$ cat src/rtl/fx2_packet_reader.sv
// Reads one packet at a time from the rx sample FIFO and forwards each
// word to the FX2 slave-FIFO write port. A two-entry skid buffer hides
// the one-cycle FIFO read latency, so transfer runs at one word per
// cycle while the FX2 endpoint accepts data, and stalls cleanly on
// fx2_full without losing or repeating words.
module fx2_packet_reader #(
    parameter int PACKET_WORDS = 256,
    parameter int WIDTH        = 16,
    parameter int CNT_W        = 9
) (
    input  logic             clk,
    input  logic             reset,
    input  logic             enable,
    input  logic             packet_rdy,
    output logic             rd_req,
    input  logic [WIDTH-1:0] din,
    input  logic             fx2_full,
    output logic [WIDTH-1:0] fd,
    output logic             slwr,
    output logic             busy,
    output logic             pkt_done,
    output logic [CNT_W-1:0] word_cnt
);

    localparam logic [CNT_W-1:0] PW_C = CNT_W'(PACKET_WORDS);

    typedef enum logic [1:0] {
        ST_IDLE,
        ST_READ,
        ST_DONE
    } state_t;

    state_t           state_q;
    logic [WIDTH-1:0] skid_q [2];
    logic             wr_ptr_q;
    logic             rd_ptr_q;
    logic [1:0]       occ_q;
    logic             inflight_q;
    logic [CNT_W-1:0] req_cnt_q;
    logic [CNT_W-1:0] word_cnt_q;
    logic [WIDTH-1:0] fd_q;

    logic             in_read;
    logic             pop;
    logic [2:0]       commit;
    logic [1:0]       occ_d;
    logic [CNT_W-1:0] word_cnt_d;
    logic [WIDTH-1:0] fd_d;

    // Pop/request decisions; reset suppresses strobes in the reset cycle itself.
    // commit counts words already owned by the buffer (stored or in flight)
    // after this cycle's pop, so a new read is only issued when it has a slot.
    always_comb begin
        in_read    = (state_q == ST_READ) && !reset;
        pop        = in_read && (occ_q != 2'd0) && !fx2_full;
        commit     = {1'b0, occ_q} + {2'b00, inflight_q} - {2'b00, pop};
        rd_req     = in_read && (req_cnt_q < PW_C) && (commit < 3'd2);
        occ_d      = occ_q + {1'b0, inflight_q} - {1'b0, pop};
        word_cnt_d = word_cnt_q + CNT_W'(pop);
        fd_d       = pop ? skid_q[rd_ptr_q] : fd_q;
    end

    assign slwr     = pop;
    assign fd       = fd_d;
    assign busy     = (state_q != ST_IDLE);
    assign pkt_done = (state_q == ST_DONE);
    assign word_cnt = word_cnt_q;

    // Skid buffer storage: capture din in the cycle its read is in flight.
    always_ff @(posedge clk) begin
        if (!reset && inflight_q) begin
            skid_q[wr_ptr_q] <= din;
        end
    end

    // Packet FSM together with buffer bookkeeping and counters.
    always_ff @(posedge clk) begin
        if (reset) begin
            state_q    <= ST_IDLE;
            wr_ptr_q   <= 1'b0;
            rd_ptr_q   <= 1'b0;
            occ_q      <= 2'd0;
            inflight_q <= 1'b0;
            req_cnt_q  <= '0;
            word_cnt_q <= '0;
            fd_q       <= '0;
        end else begin
            inflight_q <= rd_req;
            occ_q      <= occ_d;
            fd_q       <= fd_d;
            if (inflight_q) begin
                wr_ptr_q <= ~wr_ptr_q;
            end
            if (pop) begin
                rd_ptr_q <= ~rd_ptr_q;
            end
            case (state_q)
                ST_IDLE: begin
                    if (enable && packet_rdy) begin
                        state_q    <= ST_READ;
                        req_cnt_q  <= '0;
                        word_cnt_q <= '0;
                    end
                end
                ST_READ: begin
                    if (rd_req) begin
                        req_cnt_q <= req_cnt_q + 1'b1;
                    end
                    word_cnt_q <= word_cnt_d;
                    // Leave as soon as the final word is written this cycle.
                    if (word_cnt_d == PW_C) begin
                        state_q <= ST_DONE;
                    end
                end
                ST_DONE: begin
                    state_q <= ST_IDLE;
                end
                default: begin
                    state_q <= ST_IDLE;
                end
            endcase
        end
    end

endmodule

$ cat config.mk
export PLATFORM = sky130hd
export DESIGN_NAME = fx2_packet_reader
export DESIGN_NICKNAME = d
export VERILOG_FILES = /design/src/rtl/fx2_packet_reader.sv
export SDC_FILE = /design/constraint.sdc
export NUM_CORES = 1
export LEC_CHECK = 0
export BUFFER_PORTS_ARGS = -buffer_cell sky130_fd_sc_hd__buf_2
export CORE_ASPECT_RATIO = 1.1
export CORE_UTILIZATION = 30
export CTS_BUF_LIST = sky130_fd_sc_hd__clkbuf_16
export DETAILED_ROUTE_END_ITERATION = 10
export SLEW_MARGIN = 20
export SYNTH_ARGS = -nofsm -noshare
export SYNTH_HDL_FRONTEND = slang
export SYNTH_SLANG_ARGS = --single-unit
$ cat constraint.sdc
create_clock -name clk -period 3.7 [get_ports clk]
set_input_delay 0.74 -clock clk [delete_from_list [all_inputs] [get_ports clk]]
set_output_delay 0.74 -clock clk [all_outputs]
set_load 0.1 [all_outputs]
**Yosys cells after proc, flatten, opt, wreduce, memory -nomap -nowiden**

Memories as Yosys holds them, arrays and structs flattened. A register that Yosys moved wholly into a read port is not among the register bits.
Cells that the tools add are included.

- Flip-flop bits (word level): 41
- Bits in writable memories: 32
- Input bits: 21
- Output and inout port bits: 29
- Logic and storage cells: 53
- Memories kept: 1

- $add $sub $neg: 6
- Magnitude comparators: 2
- Equality and inequality tests: 6
- Multiplexer cells: 12
- Bitwise operators: 2
- Reduce and logical (&&, ||, !) cells: 16

Memory list:

| memory | words | bits a word | read ports | clocked after Yosys merged registers in | write ports | RTL line | RTL |
|---|---|---|---|---|---|---|---|
| skid_q | 2 | 16 | 1 | 1 | 1 | 34 | `logic [WIDTH-1:0] skid_q [2];` |

Operators by type and width:

| operator | count |
|---|---|
| case mux 9 bit (2 select lines) | 2 |
| 2-to-1 mux 9 bit | 2 |
| 2-to-1 mux 16 bit | 1 |
| adder 9 x 1 -> 9 bit | 1 |
| adder 9 x 1 -> 9 bit (second input constant) | 1 |
| equality test 9 bit (second input constant) | 1 |
| less-than comparator 9 bit (second input constant) | 1 |
| logical AND 1 bit | 7 |
| nonzero test 2 bit | 3 |
| 2-to-1 mux 1 bit | 4 |
| 2-to-1 mux 2 bit | 2 |
| != test 2 bit (second input constant) | 2 |
| case mux 2 bit (2 select lines) | 1 |
| AND reduction 2 bit | 2 |
| adder 2 x 1 -> 3 bit | 1 |
| less-than comparator 3 x 2 -> 1 bit (second input constant) | 1 |
| AND reduction 3 bit | 1 |
| subtractor 3 x 1 -> 3 bit | 1 |
| adder 2 x 1 -> 2 bit | 1 |
| equality test 2 x 1 -> 1 bit (second input constant) | 1 |
| equality test 2 bit (second input constant) | 1 |
| zero test 1 bit | 2 |
| zero test 2 bit | 1 |
| != test 2 x 1 -> 1 bit (second input constant) | 1 |
| other kinds (2) | 3 |

**Logic depth before layout (Yosys ltp)**

Gate-level depths: netlist of the first run.

- Word-level depth: 9
- Depth in mapped cells: 11
- Depth with buffers taken out: 10

**Least setup slack after synthesis of the first run**

OpenSTA, ideal clock, no wires.

- Path kind: input -> output
- Start point: input reset
- End point: output rd_req
- Arrival time: 4551 ps
- Data required time: 2960 ps
- Path slack: -1591 ps
- Stages on the path: 9
- Buffers on the path: 2
- Path through: clkbuf_1 nor4_2 clkbuf_1 ha_1 inv_1 ha_1 fa_1 nor2_1 and3_1

- Cells in the longest elaborated chain, start to end: 7
- Elaborated cells on any way between the ends: 8

Ends and longest elaborated chain:

| item | RTL line | RTL |
|---|---|---|
| start: declaration | 12 | `input logic reset,` |
| zero test 1 bit | 54 | `in_read = (state_q == ST_READ) && !reset;` |
| logical AND 1 bit | 54 |  |
| logical AND 1 bit (2 in a row) | 55 | `pop = in_read && (occ_q != 2'd0) && !fx2_full;` |
| named net slwr | 19 | `output logic slwr,` |
| subtractor 3 x 1 -> 3 bit | 56 | `commit = {1'b0, occ_q} + {2'b00, inflight_q} - {2'b00, pop};` |
| named net commit[1] | 45 | `logic [2:0] commit;` |
| less-than comparator 3 x 2 -> 1 bit | 57 | `rd_req = in_read && (req_cnt_q < PW_C) && (commit < 3'd2);` |
| logical AND 1 bit | 57 |  |
| end: declaration | 15 | `output logic rd_req,` |

The timed path passes the listed nets, and every way through them passes these cells.

**Worst setup path after layout of the first run**

- Start point: register state_q[1]
- End point: output rd_req

- Cells in the longest elaborated chain, start to end: 7
- Elaborated cells on any way between the ends: 8

Ends and longest elaborated chain:

| item | RTL line | RTL |
|---|---|---|
| start: declaration | 33 | `state_t state_q;` |
| start signal: assignment | 79 | `state_q <= ST_IDLE;` |
| start signal: assignment | 100 | `state_q <= ST_READ;` |
| start signal: assignment | 112 | `state_q <= ST_DONE;` |
| equality test 2 x 1 -> 1 bit | 54 |  |
| logical AND 1 bit | 54 |  |
| logical AND 1 bit (2 in a row) | 55 |  |
| subtractor 3 x 1 -> 3 bit | 56 |  |
| named net commit[1] | 45 |  |
| less-than comparator 3 x 2 -> 1 bit | 57 |  |
| logical AND 1 bit | 57 |  |

The timed path passes the listed nets, and every way through them passes these cells.

==> flow_metrics.tcl, run 1 <==
set metrics [dict create \
    status "complete, no violations" \
    cp-start-kind "flip-flop" \
    stdcell_count 481 \
    fp.dieW_um 99.48 \
    clock.fmax_mhz 288.1 \
    yosys-top-cells-area "edfxtp_1, dfxtp_1, a21oi_1, mux2i_1, a211oi_1" \
    antenna_found_initial 0 \
    ctsHoldBuffers 0 \
    synth-async-reset-ratio 0 \
    nets 364 \
    synth_ff_type "dfxtp_1" \
    design.portCount 50 \
    drv_cap 0 \
    numCtsBuffers 9 \
    vias_per_cell 4.684 \
    clock_skew_ns 0.009588 \
    dieArea_sq_um 10870 \
    ys_seq_area_frac 0.5746 \
    setup_tns_ns 0 \
    grt_pass1_wl_mm 10.02 \
    ant_nets 0 \
    worstMarginPinSlew_ns 0.8081 \
    synth-edff-count 32 \
    grt_max_degree 53 \
    synth.distinct_cells 43 \
    die_h_um 109.2 \
    layout-drive-gt1-share 0.3021 \
    reg2reg_setup_slack_ns 0.59 \
    dpl.cell_count 465 \
    power.leakage_nw 1.413 \
    hp-class "flip-flop to flip-flop" \
    drt-total-wl_mm 6.177 \
    cellPowerDensity_nw_per_um2 474.6 \
    synthCells 286 \
    rsz0062_at_grt "no" \
    portBuffers 49 \
    grt_pass1_vias 2087 \
    core_sq_um 10030 \
    cp.arrival_ns 2.73 \
    clock_path_buffers 2 \
    clkSlewWorstSetupHoldPaths_ns 0.06 \
    drc 0 \
    cts_tree "built" \
    crit_path_max_fanout 11 \
    drtIter0Drc 52 \
    required_ns 2.96 \
    peakVddDrop_v 0.0002297 \
    hold_viol 0 \
    drt_first_pass_iters 4 \
    synth_most_common_cell "dfxtp_1" \
    clock_latency_ns 0.34 \
    final_max_slew_viol_count 0 \
    wire_per_inst_um 12.84 \
    final-setup-viol-count 0 \
    htree_levels 3 \
    cts_root_buf "clkbuf_16" \
    period_minus_slack_ns 3.471 \
    rows 38 \
    hpwlAfterDp_mm 4.017 \
    fin_crit_sh 0.9382 \
    synth_top_area_frac 0.3065 \
    syn-mean-instance-area_sq_um 10.96 \
    maxSlewHeadroom 0.4601 \
    area_delta_synth_final_pct 29.53 \
    final_util 0.4048 \
    antenna_cells 0 \
    critPathKind "flip-flop to output port" \
    start_util 0.3125 \
    worstSetupEndpointType "output port" \
    track_usage 0.1223 \
    yosys_warnings 0 \
    synthesis.area_sq_um 3136 \
    total_power_w 0.001927 \
    synth_common_cells "dfxtp_1, a21oi_1, edfxtp_1" \
    gp_congestion 0.7610 \
    synth_top_cell_by_area "edfxtp_1" \
    syn-num-nets 314 \
    vias 2253 \
    clkSinkCount 74 \
    gr-total-overflow 0 \
    synth.ff_latch_count 74 \
]
## layer usage
metal / share of wire / up-vias / global-route usage / routed length, um
li1: - / 1169 / - / -
met1: 0.46 / 1024 / 0.1453 / 2862
met2: 0.46 / 55 / 0.1984 / 2872
met3: 0.062 / 5 / 0.04359 / 382
met4: 0.0097 / 0 / 0.05672 / 60
met5: 0 / - / 0 / 0
## power breakdown
| part | switching (W) | internal [W] |
|---|---|---|
| logic | 0.0000725 | 0.0000322 |
| registers | 0.00000511 | 0.000861 |
| clock network | 0.000355 | 0.000602 |
| total | 0.000433 | 0.00149 |
## path summary, 6_finish.rpt
kind	start	end	cells after the start
setup / recovery	state_q[1]	rd_req	9
hold / removal	req_cnt_q[8]	req_cnt_q[8]	2
hold reg to reg	req_cnt_q[8]	req_cnt_q[8]	2
setup reg to reg	state_q[1]	req_cnt_q[7]	11
## registers in the layout (all words and copies together) (netlist names), 2 cells and up, named ones only
name       cells
req_cnt_q      9
word_cnt       9
skid_q        32
occ_q          2
fd_q          16
state_q        2
## area by class of cell
cell class / count / area, sq um
well taps: 140 / 175.2
fillers: 963 / 5971
multi-input cells: 188 / 1325
repair buffers: 56 / 402.9
inverters: 7 / 26.28
clock inverters: 7 / 105.1
clock buffers: 9 / 225.2
flip-flops and latches: 74 / 1802
## critical path, cell delays in order (launching register included)
cell and delay (ns):
dfxtp_1 0.36, nand2b_2 0.32, nor4_4 0.28, ha_1 0.27, inv_1 0.05, ha_1 0.16, fa_1 0.46, nor2_2 0.13
and3_4 0.21, buf_12 0.17
## per-stage QoR
stage,hold slack (ns),area [sq um],worst slack (ns)
floorplan,0.4372,3233,-0.1297
global placement,0.4546,3729,0.4106
detailed placement,0.4590,3729,0.3704
CTS,0.4685,4059,0.08688
global route,0.4891,4061,0.08131
finish,0.4634,4061,0.2288
## timing repair
item,CTS,global route
setup buffers,0,0
endpoints found under the hold margin,0,0
endpoints found under the setup margin,0,1
gates resized for setup,0,1
## cells in the final DEF (no fill, tap or decap), types with 3 or more instances in the layout
master	count
dfxtp_1	42
buf_2	42
edfxtp_1	32
nor2_1	28
mux2i_1	16
a21oi_2	16
a211oi_1	16
a21oi_1	16
nand3_1	11
nand2_1	10
clkbuf_16	9
inv_1	7
o21ai_0	7
buf_12	7
buf_4	7
ha_1	6
nor2b_1	5
o31ai_1	5
or4_1	5
a311oi_1	5
xnor2_1	4
nand4_1	4
nor3_1	4
and3_1	3
inv_6	3
## cell families (layout without fill, tap and decap cells)
| group | after synthesis | in the layout | share of synthesized area |
|---|---|---|---|
| XOR/XNOR | 6 | 6 | 0.01915 |
| flip-flops | 74 | 74 | 0.5746 |
| adder cells (fa/ha/maj) | 7 | 7 | 0.03033 |
| AO/OA/AOI/OAI | 70 | 70 | 0.1401 |
| AND/OR/NAND/NOR | 87 | 87 | 0.1464 |
| buffers and inverters | 24 | 79 | 0.03112 |
| multiplexers | 18 | 18 | 0.05826 |
Note: power is estimated with default switching activity, not from simulation.
==> run 2: changes to the inputs <==
- CORE_ASPECT_RATIO: 1.1 -> not set
- PLACE_DENSITY: not set -> 0.6
- clock period: 3.7 -> 3.4 ns (I/O delays scaled with it)
==> flow_metrics.tcl, run 2 (synthesis gave the netlist of run 1 again) <==
set metrics [dict create \
    stdcell_count 475 \
    clock.fmax_mhz 310.6 \
    rows 36 \
    crit_start "state_q[1]" \
    worstSetupEndpointType "output port" \
    cellPowerDensity_nw_per_um2 513.6 \
    ctsHoldBuffers 0 \
    design.portCount 50 \
    critPathMaxStageDelay_ns 0.48 \
    r2r-start "state_q[1]" \
    final_max_slew_viol_count 0 \
    drv_cap 0 \
    track_usage 0.1294 \
    core_sq_um 9955 \
    grt_max_degree 53 \
    path_common_cell "ha_1" \
    cts_root_buf "clkbuf_16" \
    fillerInstances 940 \
    fp.dieW_um 104.2 \
    clkSlewWorstSetupHoldPaths_ns 0.06 \
    maxSlewHeadroom 0.4763 \
    drt-total-wl_mm 6.460 \
    grt_pass1_vias 2258 \
    dpl.cell_count 459 \
    drtIter0Drc 54 \
    drt_first_pass_iters 6 \
    start_util 0.3150 \
    numCtsBuffers 9 \
    rsz0062_at_grt "no" \
    whs_ns 0.4826 \
    clock_latency_ns 0.33 \
    pre_cts_ws_ns 0.2021 \
    nets 365 \
    fin_crit_sh 0.9471 \
    post_dp_cell_area_sq_um 3846 \
    hpwlAfterDp_mm 4.171 \
    cp-start-kind "flip-flop" \
    cts_tree "built" \
    htree_levels 3 \
    gp_congestion 0.7391 \
    clock_path_buffers 2 \
    peakVddDrop_v 0.0002582 \
    die_h_um 104.2 \
    hp-class "flip-flop to flip-flop" \
    wire_per_inst_um 13.60 \
    grt_pass1_wl_mm 10.90 \
    largest-register "skid_q" \
    status "complete, no violations" \
    crit_path_max_fanout 7 \
    antenna_found_initial 1 \
    period_minus_slack_ns 3.220 \
    layout_commonest_cell "dfxtp_1" \
    reg2reg_setup_slack_ns 0.53 \
    hold_path_startpoint "req_cnt_q[6]" \
    largest_reg_flops 32 \
    final_util 0.4218 \
    clock_skew_ns 0.01076 \
    hold_viol 0 \
    drc 0 \
    vias_per_cell 4.844 \
    vias 2301 \
    slowest_stage "fa_1" \
    area_delta_synth_final_pct 33.92 \
    layout_common_cells "dfxtp_1, buf_2, edfxtp_1, nor2_1" \
    setup_ws_ns 0.1799 \
    required_ns 2.72 \
    final_area_sq_um 4199 \
    antenna_cells 0 \
    crit_chain "nand2b_4 > nor4_4 > ha_1 > inv_1 > ha_1 > fa_1 > nor2_4 > and3_4 > buf_12" \
    clkSinkCount 74 \
    portBuffers 49 \
    worstMarginPinSlew_ns 0.7839 \
    ant_nets 0 \
    gr-total-overflow 0 \
    critPathKind "flip-flop to output port" \
    power.leakage_nw 1.449 \
    layout-drive-gt1-share 0.3041 \
    cp.arrival_ns 2.54 \
    top_regs "skid_q: 32 flops, fd_q: 16 flops" \
    final-setup-viol-count 0 \
    dieArea_sq_um 10860 \
]
run 2: changes by cell type in the layout (fill, tap and decap cells not counted), sizes merged:
cell,change
inv,-2
bufinv,+1
clkinv,+1
buf,+1
run 2: path summary, 6_finish.rpt:
kind                        to  cells after the start
setup / recovery        rd_req                      9
hold / removal    req_cnt_q[6]                      2
setup reg to reg    state_q[0]                      8
hold reg to reg   req_cnt_q[6]                      2
run 2: layer usage:
layer	vias up	GRT usage	wire, um
met2	65	0.2076	3132
met3	4	0.05388	305
met5	-	0	13
met1	1062	0.1599	2991
met4	2	0.03367	17
li1	1168	-	-
run 2: report_power, final:
group          internal (W)  total [W]  switching, W
Combinational     0.0000400   0.000120     0.0000801
Clock              0.000718    0.00109      0.000376
Sequential         0.000937   0.000943    0.00000619
run 2: layout make-up:
class / instances / area, sq um / share of cell area
Clock inverter: 7 / 118.9 / 0.02831
Multi-Input combinational cell: 188 / 1344 / 0.3200
Timing Repair Buffer: 57 / 515.5 / 0.1228
Tap cell: 133 / 166.4 / 0.03963
Inverter: 7 / 26.28 / 0.006257
Sequential cell: 74 / 1803 / 0.4294
Clock buffer: 9 / 225.2 / 0.05364
run 2: repair_timing:
| action | in CTS | in global routing |
|---|---|---|
| endpoints found under the setup margin | 0 | 1 |
| resized for setup | 0 | 3 |
| setup buffers | 0 | 0 |
| hold endpoints to repair | 0 | 0 |
run 2: worst max-delay path, delay by kind of cell (launching register included):
kind                     cells  cell delay (ns)
adder cells (fa/ha/maj)      3             0.92
AND/OR/NAND/NOR              4             0.71
flip-flops                   1             0.36
buffers and inverters        2             0.23
run 2: per-stage QoR:
| stage | setup TNS, ns | power, W |
|---|---|---|
| 2_1_floorplan | -0.2573 | 0.001039 |
| 3_3_place_gp | 0 | 0.001080 |
| 3_5_place_dp | 0 | 0.001082 |
| 4_1_cts | 0 | 0.002189 |
| 5_1_grt | 0 | 0.002245 |
| 6_report | 0 | 0.002157 |
==> run 3: changes to the inputs <==
==> constraint.sdc (replaced) <==
create_clock -name clk -period 3.4 [get_ports clk]
set_input_delay 0.17 -clock clk [delete_from_list [all_inputs] [get_ports clk]]
set_output_delay 0.17 -clock clk [all_outputs]
set_load 0.1 [all_outputs]
==> flow_metrics.tcl, run 3 (synthesis gave the netlist of run 1 again) <==
set metrics [dict create \
    dieArea_sq_um 10860 \
    r2r-start "state_q[1]" \
    hp-class "input port to flip-flop" \
    core_sq_um 9955 \
    reg2reg_setup_slack_ns 0.53 \
    vias 2279 \
    ctsHoldBuffers 0 \
    grt_pass1_vias 2122 \
    clkSlewWorstSetupHoldPaths_ns 0.06 \
    required_ns 3.23 \
    antenna_cells 0 \
    clock_skew_ns 0.007269 \
    status "complete, no violations" \
    start_util 0.3150 \
    clkSinkCount 74 \
    rr_endpoint "req_cnt_q[7]" \
    drtIter0Drc 62 \
    grt_pass1_wl_mm 10.27 \
    clock.fmax_mhz 340.4 \
    top_regs "skid_q: 32 flops, fd_q: 16 flops" \
    nets 363 \
    hold_viol 0 \
    track_usage 0.1204 \
    hpwlAfterDp_mm 4.208 \
    worstMarginPinSlew_ns 0.9358 \
    hold_end "skid_q[1][14]" \
    ant_nets 0 \
    die_h_um 104.2 \
    layout-drive-gt1-share 0.2441 \
    portBuffers 49 \
    period_minus_slack_ns 2.938 \
    setup_tns_ns 0 \
    peakVddDrop_v 0.0003484 \
    cp.arrival_ns 2.77 \
    hold_path_startpoint "din[14]" \
    postCtsSetupRepairBufs 0 \
    grt_max_degree 53 \
    numCtsBuffers 9 \
    gr-total-overflow 0 \
    fillerInstances 966 \
    critPathKind "flip-flop to output port" \
    gp_congestion 0.7678 \
    drc 0 \
    vias_per_cell 4.818 \
    wire_per_inst_um 13.30 \
    final-setup-viol-count 0 \
    layout_common_cells "buf_2, dfxtp_1, a21oi_1, edfxtp_1, nor2_1" \
    rows 36 \
    rsz0062_at_grt "no" \
    drt-total-wl_mm 6.292 \
    layout_commonest_cell "buf_2" \
    whs_ns 0.02641 \
    slowest_stage "fa_1" \
    maxSlewHeadroom 0.3753 \
    cts_tree "built" \
    design.portCount 50 \
    multiInputGateArea_sq_um 1256 \
    clock_path_buffers 2 \
    largest-register "skid_q" \
    drt_first_pass_iters 4 \
    power.leakage_nw 1.369 \
    crit_path_max_fanout 7 \
    cts_root_buf "clkbuf_16" \
    htree_levels 3 \
    fp.dieW_um 104.2 \
    largest_reg_flops 32 \
    total_power_w 0.001919 \
    hold_depth 1 \
    seq_area_sq_um 1802 \
    crit_chain "nand2b_1 > nor4_4 > ha_1 > inv_1 > ha_1 > fa_1 > nor2_1 > buf_4 > and3_2 > buf_12" \
    area_delta_synth_final_pct 22.27 \
    rr_worst_depth 10 \
    fin_crit_sh 0.8640 \
    critPathMaxStageDelay_ns 0.43 \
    final_max_slew_viol_count 0 \
    cts_resized 0 \
    clock_latency_ns 0.33 \
    cellPowerDensity_nw_per_um2 500.5 \
    cp-start-kind "flip-flop" \
    drv_cap 0 \
    antenna_found_initial 0 \
    path_common_cell "ha_1" \
    worstSetupEndpointType "output port" \
]
[run 3: cell types whose count changed in the layout (fill, tap and decap cells not counted), sizes merged]
cell	change
clkinvlp	+2
bufinv	-3
buf	-2
clkinv	+1
[run 3: metrics by stage]
stage,cell area (sq um),instances,utilization,setup WS (ns)
global placement,3556,457,0.3572,0.6402
finish,3834,473,0.3851,0.4625
global route,3834,473,0.3851,0.3104
detailed placement,3556,457,0.3572,0.5212
floorplan,3141,286,-,0.05034
CTS,3834,473,0.3851,0.4296
[run 3: layout make-up]
| class | instances | share of cell area |
|---|---|---|
| Clock buffer | 9 | 0.05875 |
| Clock inverter | 7 | 0.01371 |
| Inverter | 7 | 0.006854 |
| Multi-Input combinational cell | 188 | 0.3277 |
| Sequential cell | 74 | 0.4700 |
| Tap cell | 133 | 0.04341 |
| Timing Repair Buffer | 55 | 0.07963 |
[run 3: metal layers]
layer,wire [um],GRT usage,up-vias
li1,-,-,1159
met1,3043,0.1563,1063
met2,2910,0.1867,48
met3,242,0.03571,9
met4,96,0.04898,0
met5,0,0,-
[run 3: power breakdown]
group / switching [W] / leakage (nW) / internal, W
logic: 0.0000767 / 0.616 / 0.0000317
registers: 0.00000594 / 0.627 / 0.000937
clock network: 0.000371 / 0.126 / 0.000497
total: 0.000453 / 1.37 / 0.00147
[run 3: how the worst max path moves through the flow]
stage	startpoint	to	slack (ns)	cells after the start
floorplan	state_q[1]	req_cnt_q[5]	0.05	11
global route	state_q[1]	rd_req	0.31	10
finish	state_q[1]	rd_req	0.46	10
detailed placement	state_q[1]	req_cnt_q[7]	0.52	10
global placement	state_q[1]	req_cnt_q[5]	0.64	10
CTS	state_q[1]	rd_req	0.43	10
[run 3: worst max-delay path, delay by kind of cell (launching register included)]
kind	cells	cell delay, ns
buffers and inverters	3	0.40
adder cells (fa/ha/maj)	3	0.86
flip-flops	1	0.36
AND/OR/NAND/NOR	4	0.84
